## src/rtl/alu_issue_pkg.sv

```systemverilog
// Shared widths, ALU op codes, EX-register payload and operand helpers for the ID/EX issue stage.
package alu_issue_pkg;

    localparam int unsigned DW  = 16;
    localparam int unsigned AW  = 4;
    localparam int unsigned OPW = 4;

    // Register address that names no register; never matches for forwarding or hazards.
    localparam logic [AW-1:0] REG_NONE = '1;

    typedef enum logic [OPW-1:0] {
        OP_ADD = 4'd0,
        OP_SUB = 4'd1,
        OP_AND = 4'd2,
        OP_OR  = 4'd3,
        OP_SLL = 4'd4,
        OP_SRL = 4'd5,
        OP_SRA = 4'd6
    } alu_op_e;

    typedef struct packed {
        logic            valid;
        alu_op_e         op;
        logic [DW-1:0]   srca;
        logic [DW-1:0]   srcb;
        logic [AW-1:0]   rd_addr;
        logic            reg_write;
        logic            mem_read;
    } ex_reg_t;

    localparam ex_reg_t EX_BUBBLE = '{
        valid:     1'b0,
        op:        OP_ADD,
        srca:      '0,
        srcb:      '0,
        rd_addr:   REG_NONE,
        reg_write: 1'b0,
        mem_read:  1'b0
    };

    function automatic logic op_known(input logic [OPW-1:0] op);
        return op <= 4'(OP_SRA);
    endfunction

    function automatic logic op_is_shift(input logic [OPW-1:0] op);
        return (op == 4'(OP_SLL)) || (op == 4'(OP_SRL)) || (op == 4'(OP_SRA));
    endfunction

    // Immediate shift amount: low three bits, with 0 standing for a shift of 8.
    function automatic logic [DW-1:0] shamt_enc(input logic [DW-1:0] imm);
        logic [DW-1:0] amt;
        if (imm[2:0] == 3'd0) begin
            amt = DW'(8);
        end else begin
            amt = DW'(imm[2:0]);
        end
        return amt;
    endfunction

endpackage

```

## src/rtl/alu_issue_fwd_mux.sv

```systemverilog
// Per-operand forwarding select: EX > MEM > WB > register file, ignoring the "none" address.
module alu_issue_fwd_mux
    import alu_issue_pkg::*;
(
    input  logic [AW-1:0] src_addr,
    input  logic [DW-1:0] rf_data,
    input  logic          ex_we,
    input  logic [AW-1:0] ex_addr,
    input  logic [DW-1:0] ex_data,
    input  logic          mem_we,
    input  logic [AW-1:0] mem_addr,
    input  logic [DW-1:0] mem_data,
    input  logic          wb_we,
    input  logic [AW-1:0] wb_addr,
    input  logic [DW-1:0] wb_data,
    output logic [DW-1:0] data_c
);

    logic src_real;

    always_comb begin
        src_real = (src_addr != REG_NONE);
        data_c   = rf_data;
        if (src_real && ex_we && (ex_addr == src_addr)) begin
            data_c = ex_data;
        end else if (src_real && mem_we && (mem_addr == src_addr)) begin
            data_c = mem_data;
        end else if (src_real && wb_we && (wb_addr == src_addr)) begin
            data_c = wb_data;
        end
    end

endmodule

```

## src/rtl/alu_issue.sv

```systemverilog
// ID/EX issue stage: forwards operands, lowers SUB and encodes shift amounts,
// inserts load-use bubbles and honours hold/flush before registering the ALU inputs.
module alu_issue
    import alu_issue_pkg::*;
(
    input  logic            clk,
    input  logic            rst,
    input  logic            id_valid,
    input  logic [OPW-1:0]  id_op,
    input  logic [AW-1:0]   id_rx_addr,
    input  logic [AW-1:0]   id_ry_addr,
    input  logic            id_rx_used,
    input  logic            id_ry_used,
    input  logic [DW-1:0]   id_rx_data,
    input  logic [DW-1:0]   id_ry_data,
    input  logic [DW-1:0]   id_imm,
    input  logic            id_b_sel,
    input  logic [AW-1:0]   id_rd_addr,
    input  logic            id_reg_write,
    input  logic            id_mem_read,
    input  logic [DW-1:0]   alu_result,
    input  logic            mem_reg_write,
    input  logic [AW-1:0]   mem_rd_addr,
    input  logic [DW-1:0]   mem_data,
    input  logic            wb_reg_write,
    input  logic [AW-1:0]   wb_rd_addr,
    input  logic [DW-1:0]   wb_data,
    input  logic            ex_hold,
    input  logic            flush,
    output logic            stall_id,
    output logic            ex_valid,
    output logic [OPW-1:0]  ex_op,
    output logic [DW-1:0]   ex_srca,
    output logic [DW-1:0]   ex_srcb,
    output logic [AW-1:0]   ex_rd_addr,
    output logic            ex_reg_write,
    output logic            ex_mem_read
);

    ex_reg_t       ex_q;
    ex_reg_t       ex_d;
    ex_reg_t       issue_c;
    logic          id_live_c;
    logic          rx_dep_c;
    logic          ry_dep_c;
    logic          load_use_c;
    logic          ex_fwd_we_c;
    logic [DW-1:0] rx_fwd_c;
    logic [DW-1:0] ry_fwd_c;
    logic [DW-1:0] b_raw_c;

    // A load in EX cannot forward; its value only becomes available from MEM.
    assign ex_fwd_we_c = ex_q.valid & ex_q.reg_write & ~ex_q.mem_read;

    alu_issue_fwd_mux u_fwd_a (
        .src_addr (id_rx_addr),
        .rf_data  (id_rx_data),
        .ex_we    (ex_fwd_we_c),
        .ex_addr  (ex_q.rd_addr),
        .ex_data  (alu_result),
        .mem_we   (mem_reg_write),
        .mem_addr (mem_rd_addr),
        .mem_data (mem_data),
        .wb_we    (wb_reg_write),
        .wb_addr  (wb_rd_addr),
        .wb_data  (wb_data),
        .data_c   (rx_fwd_c)
    );

    alu_issue_fwd_mux u_fwd_b (
        .src_addr (id_ry_addr),
        .rf_data  (id_ry_data),
        .ex_we    (ex_fwd_we_c),
        .ex_addr  (ex_q.rd_addr),
        .ex_data  (alu_result),
        .mem_we   (mem_reg_write),
        .mem_addr (mem_rd_addr),
        .mem_data (mem_data),
        .wb_we    (wb_reg_write),
        .wb_addr  (wb_rd_addr),
        .wb_data  (wb_data),
        .data_c   (ry_fwd_c)
    );

    // Hazard detection; an unknown op counts as no instruction and never stalls.
    always_comb begin
        id_live_c  = id_valid & op_known(id_op);
        rx_dep_c   = id_rx_used & (id_rx_addr != REG_NONE) & (id_rx_addr == ex_q.rd_addr);
        ry_dep_c   = id_ry_used & (id_ry_addr != REG_NONE) & (id_ry_addr == ex_q.rd_addr);
        load_use_c = id_live_c & ex_q.valid & ex_q.mem_read & ex_q.reg_write
                   & (rx_dep_c | ry_dep_c);
        stall_id   = ex_hold | load_use_c;
    end

    // Operand B selection and SUB lowering into the payload that would be issued.
    always_comb begin
        issue_c = EX_BUBBLE;
        if (id_b_sel) begin
            b_raw_c = op_is_shift(id_op) ? shamt_enc(id_imm) : id_imm;
        end else begin
            b_raw_c = ry_fwd_c;
        end
        issue_c.valid     = 1'b1;
        issue_c.srca      = rx_fwd_c;
        issue_c.rd_addr   = id_rd_addr;
        issue_c.reg_write = id_reg_write;
        issue_c.mem_read  = id_mem_read;
        if (id_op == 4'(OP_SUB)) begin
            issue_c.op   = OP_ADD;
            issue_c.srcb = ~b_raw_c + DW'(1);
        end else begin
            issue_c.op   = alu_op_e'(id_op);
            issue_c.srcb = b_raw_c;
        end
    end

    // Next EX contents: hold > flush > load-use > load.
    always_comb begin
        ex_d = ex_q;
        if (!ex_hold) begin
            if (flush || load_use_c || !id_live_c) begin
                ex_d = EX_BUBBLE;
            end else begin
                ex_d = issue_c;
            end
        end
    end

    always_ff @(posedge clk or negedge rst) begin
        if (!rst) begin
            ex_q <= EX_BUBBLE;
        end else begin
            ex_q <= ex_d;
        end
    end

    assign ex_valid     = ex_q.valid;
    assign ex_op        = ex_q.op;
    assign ex_srca      = ex_q.srca;
    assign ex_srcb      = ex_q.srcb;
    assign ex_rd_addr   = ex_q.rd_addr;
    assign ex_reg_write = ex_q.reg_write;
    assign ex_mem_read  = ex_q.mem_read;

endmodule

```

## config.mk

```make
export PLATFORM = sky130hd
export DESIGN_NAME = alu_issue
export DESIGN_NICKNAME = d
export VERILOG_FILES = /design/src/rtl/alu_issue_pkg.sv /design/src/rtl/alu_issue_fwd_mux.sv /design/src/rtl/alu_issue.sv
export SDC_FILE = /design/constraint.sdc
export NUM_CORES = 1
export LEC_CHECK = 0
export ABC_AREA = 1
export CAP_MARGIN = 30
export CORE_MARGIN = 10
export CORE_UTILIZATION = 44
export CTS_BUF_LIST = sky130_fd_sc_hd__clkbuf_8
export CTS_CLUSTER_SIZE = 40
export DETAILED_ROUTE_END_ITERATION = 8
export GPL_TIMING_DRIVEN = 0
export PLACE_DENSITY_LB_ADDON = 0.15
export SETUP_SLACK_MARGIN = 0.4
export SYNTH_ARGS = -nofsm -noshare
export SYNTH_HDL_FRONTEND = slang
export SYNTH_SLANG_ARGS = --single-unit
```

## constraint.sdc

```tcl
create_clock -name clk -period 2.7 [get_ports clk]
set_input_delay 0.405 -clock clk [delete_from_list [all_inputs] [get_ports clk]]
set_output_delay 0.405 -clock clk [all_outputs]
set_load 0.005 [all_outputs]
```

* Word-level counts from Yosys, hierarchy flattened
Index checks and enable logic that the tools add are counted.
Cells by class: add/sub/neg operators 1, magnitude comparators 1, equal/unequal tests 14, muxes and demuxes 12, bitwise logic cells 15, reduce and logical (&&, ||, !) cells 18
Operators with widths (count):
- $mux 16 | 9
- $mux 43 | 1
- $eq 4x4->1 | 8
- $add 16x1->16 const B | 1
- $not 16->16 | 1
- $eq 4x3->1 const B | 3
- $logic_and 1x1->1 | 12
- $and 1x1->1 | 11
- $mux 4 | 2
- $ne 4x4->1 const B | 2
- $eq 4x1->1 const B | 1
- $le 4x3->1 const B | 1
- $logic_or 1x1->1 | 4
- $logic_not 3->1 | 1
- $or 1x1->1 | 2
- $logic_not 1->1 | 1
- $not 1->1 | 1
Word-level totals: register bits after elaboration 43, input port bits 132, output and inout bits 44, word-level logic and storage cells 68

* Logic depth before layout (Yosys ltp)
word-level depth 11, gate-level depth with buffers 20

* Cells and area by module
A second synthesis with hierarchy kept.
Second synthesis, totals: cells, all modules 734, area, all modules 4426.7 um^2
Modules (own cells, without submodules):
- alu_issue | times used 1, cells each 348, area each 2492.4 um^2
- alu_issue_fwd_mux | times used 2, cells each 193, area each 967.2 um^2

* Worst setup path after synthesis
Ideal clock, no wire load.
path kind reg2reg, start point reg ex_q (netlist bit ex_rd_addr[1]), end point reg ex_q (netlist bit ex_srcb[12]), setup time 0.117 ns, arrival time 2.179 ns, data required time 2.583 ns, setup slack 0.403 ns, cell stages (with the launch flop) 18, path buffers 1, period minus slack after synthesis 2.297 ns, path through dfstp_2 > inv_1 > nand2_1 > nand2_1 > nor2_1 > nand2_1 > nor2_2 > buf_6 > a21oi_1 > a21boi_2 > ha_1 > nand3_1 > nor2_2 > inv_2 > o21ai_2 > nand3b_1 > nand3_1 > nand2_1
Between the ends: word-level cells in the longest chain between the ends 8, elaborated cells between the ends (all ways) 16, those cells by class 1 x add/sub; 3 x eq/ne; 4 x mux; 5 x bitwise; 3 x reduce/logical
RTL lines:
- start: declaration | RTL line alu_issue.sv:40 | ex_reg_t ex_q;
- start signal: assignment | RTL line alu_issue.sv:131 | ex_q <= EX_BUBBLE;
- start signal: assignment | RTL line alu_issue.sv:133 | ex_q <= ex_d;
- $eq 4x4->1 | RTL line alu_issue_fwd_mux.sv:24, alu_issue.sv:89
- $logic_and 1x1->1 | RTL line alu_issue_fwd_mux.sv:24 | if (src_real && ex_we && (ex_addr == src_addr)) begin
- $mux 16 | RTL line alu_issue_fwd_mux.sv:24
- $mux 16 | RTL line alu_issue.sv:98 | if (id_b_sel) begin
- $not 16->16 | RTL line alu_issue.sv:110 | issue_c.srcb = ~b_raw_c + DW'(1);
- $add 16x1->16 | RTL line alu_issue.sv:110
- $mux 16 | RTL line alu_issue.sv:108 | if (id_op == 4'(OP_SUB)) begin
- $mux 43 * | RTL line alu_issue.sv:121 | if (flush || load_use_c || !id_live_c) begin
Mark *: on every way between the ends. The rest lies on a longest branch, timed or not. A chain may end at the register's enable or synchronous reset.

* Worst setup path in the final report
start point reg ex_q (netlist bit ex_rd_addr[1]), end point reg ex_q (netlist bit ex_srcb[3])
The elaborated chain is that of the path after synthesis.

==> run metrics <==
ant diodes=0; CTS clk-pin slew, worst paths=about 100 ps; max_slew headroom=61.39%; Tightest Pin Transition=579.1 ps; GR Overflow Total=0; Pwr Density=294.9 nW/um^2; most frequent cells in the layout=nand2_1 (196), clkdlybuf4s50_1 (158), inv_1 (94), buf_4 (50), o211ai_1 (45); Final Cycle Share=approximately 100%; IO Count=176; die area=13600 sq um; post-synthesis sequential area ratio=26.31%; slowest stage delay, CP=590 ps; TritonRoute pass-1 iters=5; Die X=116.6 um; Rows=35; critical path's slowest cell=dfstp_2; nets=between 1000 and 1500; status=finished, final reports clean; Post-Syn Area=slightly above 4000 sq um; Clock Tree Root=clkbuf_8; library cells used by synthesis=39; die height=between 100 and 150 um; TNS Setup=0 ps; Max Slew Vio Count=0; TritonCTS clock tree=yes; GRT Util Overall=27.36%; path type of the worst setup path=reg2reg; Routed WL per cell=19.89 um; vias in the first global route=5513; clock sinks=43; Max-cap violations=0; skew final=9.709 ps; post-synth net total=approximately 790; Tmin final=about 2700 ps; RSZ-0062 raised after global routing=true; commonest non-fill, non-tap cell in the layout=nand2_1; DP Area=6015 sq um; vias per cell=5.535; most numerous cell on the critical path=buf_4; Num CTS Buffers=5; largest net degree at the start of global routing=27; clk_lat worst skew=310 ps; antenna-violating nets left=0; Setup crit start kind=flop; detailed placement HPWL=13860 um; Placer Congestion=0.8966; synthesis-to-finish area growth=74.60%; endpoint class of the critical path=flop; first-pass GRT wire length=29500 um; Setup violations, final=0; total wire length=20320 um; initial core utilization=about 45%; Core ar.=between 9000 and 10000 sq um; VDD IR max=0.2435 mV; total vias in the final route=around 5700; initial antenna violation count=0; FMAX=0.3710 GHz; Pleak=~3.6 nW; Worst Path Buf+Inv=6; Post-route DRC=0; synthesized flop and latch total=43; CP Cell Sequence=inv_2 -> nand2_1 -> nand2_1 -> nor2_2 -> nand2_2 -> nor2_4 -> buf_6 -> a21oi_2 -> a21boi_4 -> buf_4 -> buf_4 -> nand3_4 -> nand2_4 -> buf_4 -> buf_4 -> a21oi_1 -> o21ai_1 -> nand2_1; clock tree buffer depth=2; cell count after synthesis=660; Initial DRC Count=roughly 540; CP top delay family=simple AND/OR/NAND/NOR gates; worst min path class=in2async; yosys warns=0; finished layout cell area=7174 sq um; I/O Buffers=175; share of cells above drive strength 1=24.37%; CP max FO=6; final hold vios=0; arrival time of the worst setup path=roughly 2900 ps; Critical Path RT=2900 ps; Avg Cell Area, Syn=approximately 6.2 sq um; H-tree Lvls=2
cell families (layout without fill, tap and decap cells):
| logic type | after synthesis | in the layout | share of synthesized area, % |
|---|---|---|---|
| mux | 1 | 1 | 0.2436 |
| compound gates | 104 | 104 | 16.50 |
| buf+inv | 138 | 389 | 14.62 |
| xor+xnor | 5 | 5 | 1.066 |
| simple gates | 368 | 368 | 40.96 |
| flops | 43 | 43 | 26.31 |
| fa+ha+maj | 1 | 1 | 0.3045 |
synth_stat cells (all sizes together):
| cell | n | area [sq um] |
|---|---|---|
| a2111oi | 2 | 17.52 |
| a21boi | 2 | 22.52 |
| a21oi | 19 | 102.6 |
| a22o | 1 | 8.760 |
| buf | 17 | 146.4 |
| clkbuf | 13 | 48.80 |
| clkinv | 1 | 3.750 |
| dfrtp | 39 | 975.9 |
| dfstp | 4 | 105.1 |
| ha | 1 | 12.51 |
| inv | 107 | 401.6 |
| mux2i | 1 | 10.01 |
| nand2 | 236 | 953.4 |
| nand3 | 40 | 222.7 |
| nand3b | 1 | 7.510 |
| nand4 | 23 | 143.9 |
| nor2 | 63 | 327.8 |
| nor3 | 3 | 15.01 |
| nor4 | 2 | 12.51 |
| o211ai | 45 | 337.8 |
| o21ai | 28 | 143.9 |
| o22ai | 6 | 37.54 |
| o31ai | 1 | 7.510 |
| xnor2 | 1 | 8.760 |
| xor2 | 4 | 35.03 |
per-stage QoR:
step           hold slack, ps  util (%)  total power [mW]  instances  worst slack (ps)
2_1_floorplan           109.4         -             1.018        660             403.3
3_3_place_gp            449.4     65.55             1.378        946            -481.2
3_5_place_dp            378.2     65.71             1.387        947            -522.4
4_1_cts                 35.66     75.01             2.019       1007             262.7
5_1_grt                 47.04     78.39             2.201       1022            -64.80
6_report                22.98     78.39             2.116       1022             4.312
state kept, by name, summed over array words and instances (netlist names):
| signal | cells |
|---|---|
| ex_valid | 1 |
| ex_srca | 16 |
| ex_op | 4 |
| ex_rd_addr | 4 |
| ex_reg_write | 1 |
| ex_mem_read | 1 |
| ex_srcb | 16 |
repair_timing:
item	4_1_cts	5_1_grt
setup buffers	49	14
resized for setup	109	51
pin swaps	49	35
setup endpoints to repair	42	43
hold buffers	0	0
cloned	3	1
path summary, 6_finish.rpt:
check	start	endpoint	slack, ps	cells after the start
worst max-delay path	ex_rd_addr[1]	ex_srcb[3]	4	18
worst min-delay path	rst	ex_op[3]	20	1
worst max register to register	ex_rd_addr[1]	ex_srcb[3]	4	18
worst min register to register	ex_srcb[14]	ex_srcb[14]	490	2
max in group asynchronous	rst	ex_rd_addr[0]	2090	2
min in group clk	ex_srcb[14]	ex_srcb[14]	490	2
worst register-to-register path, cell delays in order (launching register included):
cell and delay (ps):
dfstp_2 590, inv_2 60, nand2_1 50, nand2_1 70, nor2_2 140, nand2_2 100
nor2_4 120, buf_6 170, a21oi_2 80, a21boi_4 210, buf_4 140, buf_4 120
nand3_4 80, nand2_4 130, buf_4 150, buf_4 120, a21oi_1 70, o21ai_1 120
nand2_1 80
area by class of cell:
cell class,instances,area (sq um)
clock buffer,5,68.82
timing repair buffer,243,2396
sequential,43,1081
fill,627,1978
inverter,108,407.9
clock inverter,3,43.79
tap,111,138.9
multi-input combinational,479,2776
buffer,30,261.5
per-layer routing:
layer	global-route usage (%)	vias up	wire (um)
li1	-	2623	-
met1	33.01	2585	8129
met2	46.23	366	9440
met3	6.317	83	1845
met4	10.46	0	907
met5	0	-	0
where the power goes:
group	switching (mW)	internal, mW	leakage (nW)
Sequential	0.0150	0.669	0.579
Combinational	0.452	0.441	2.94
Clock	0.262	0.276	0.0581
Total	0.729	1.39	3.57
Power figures use the tool's default switching activity.
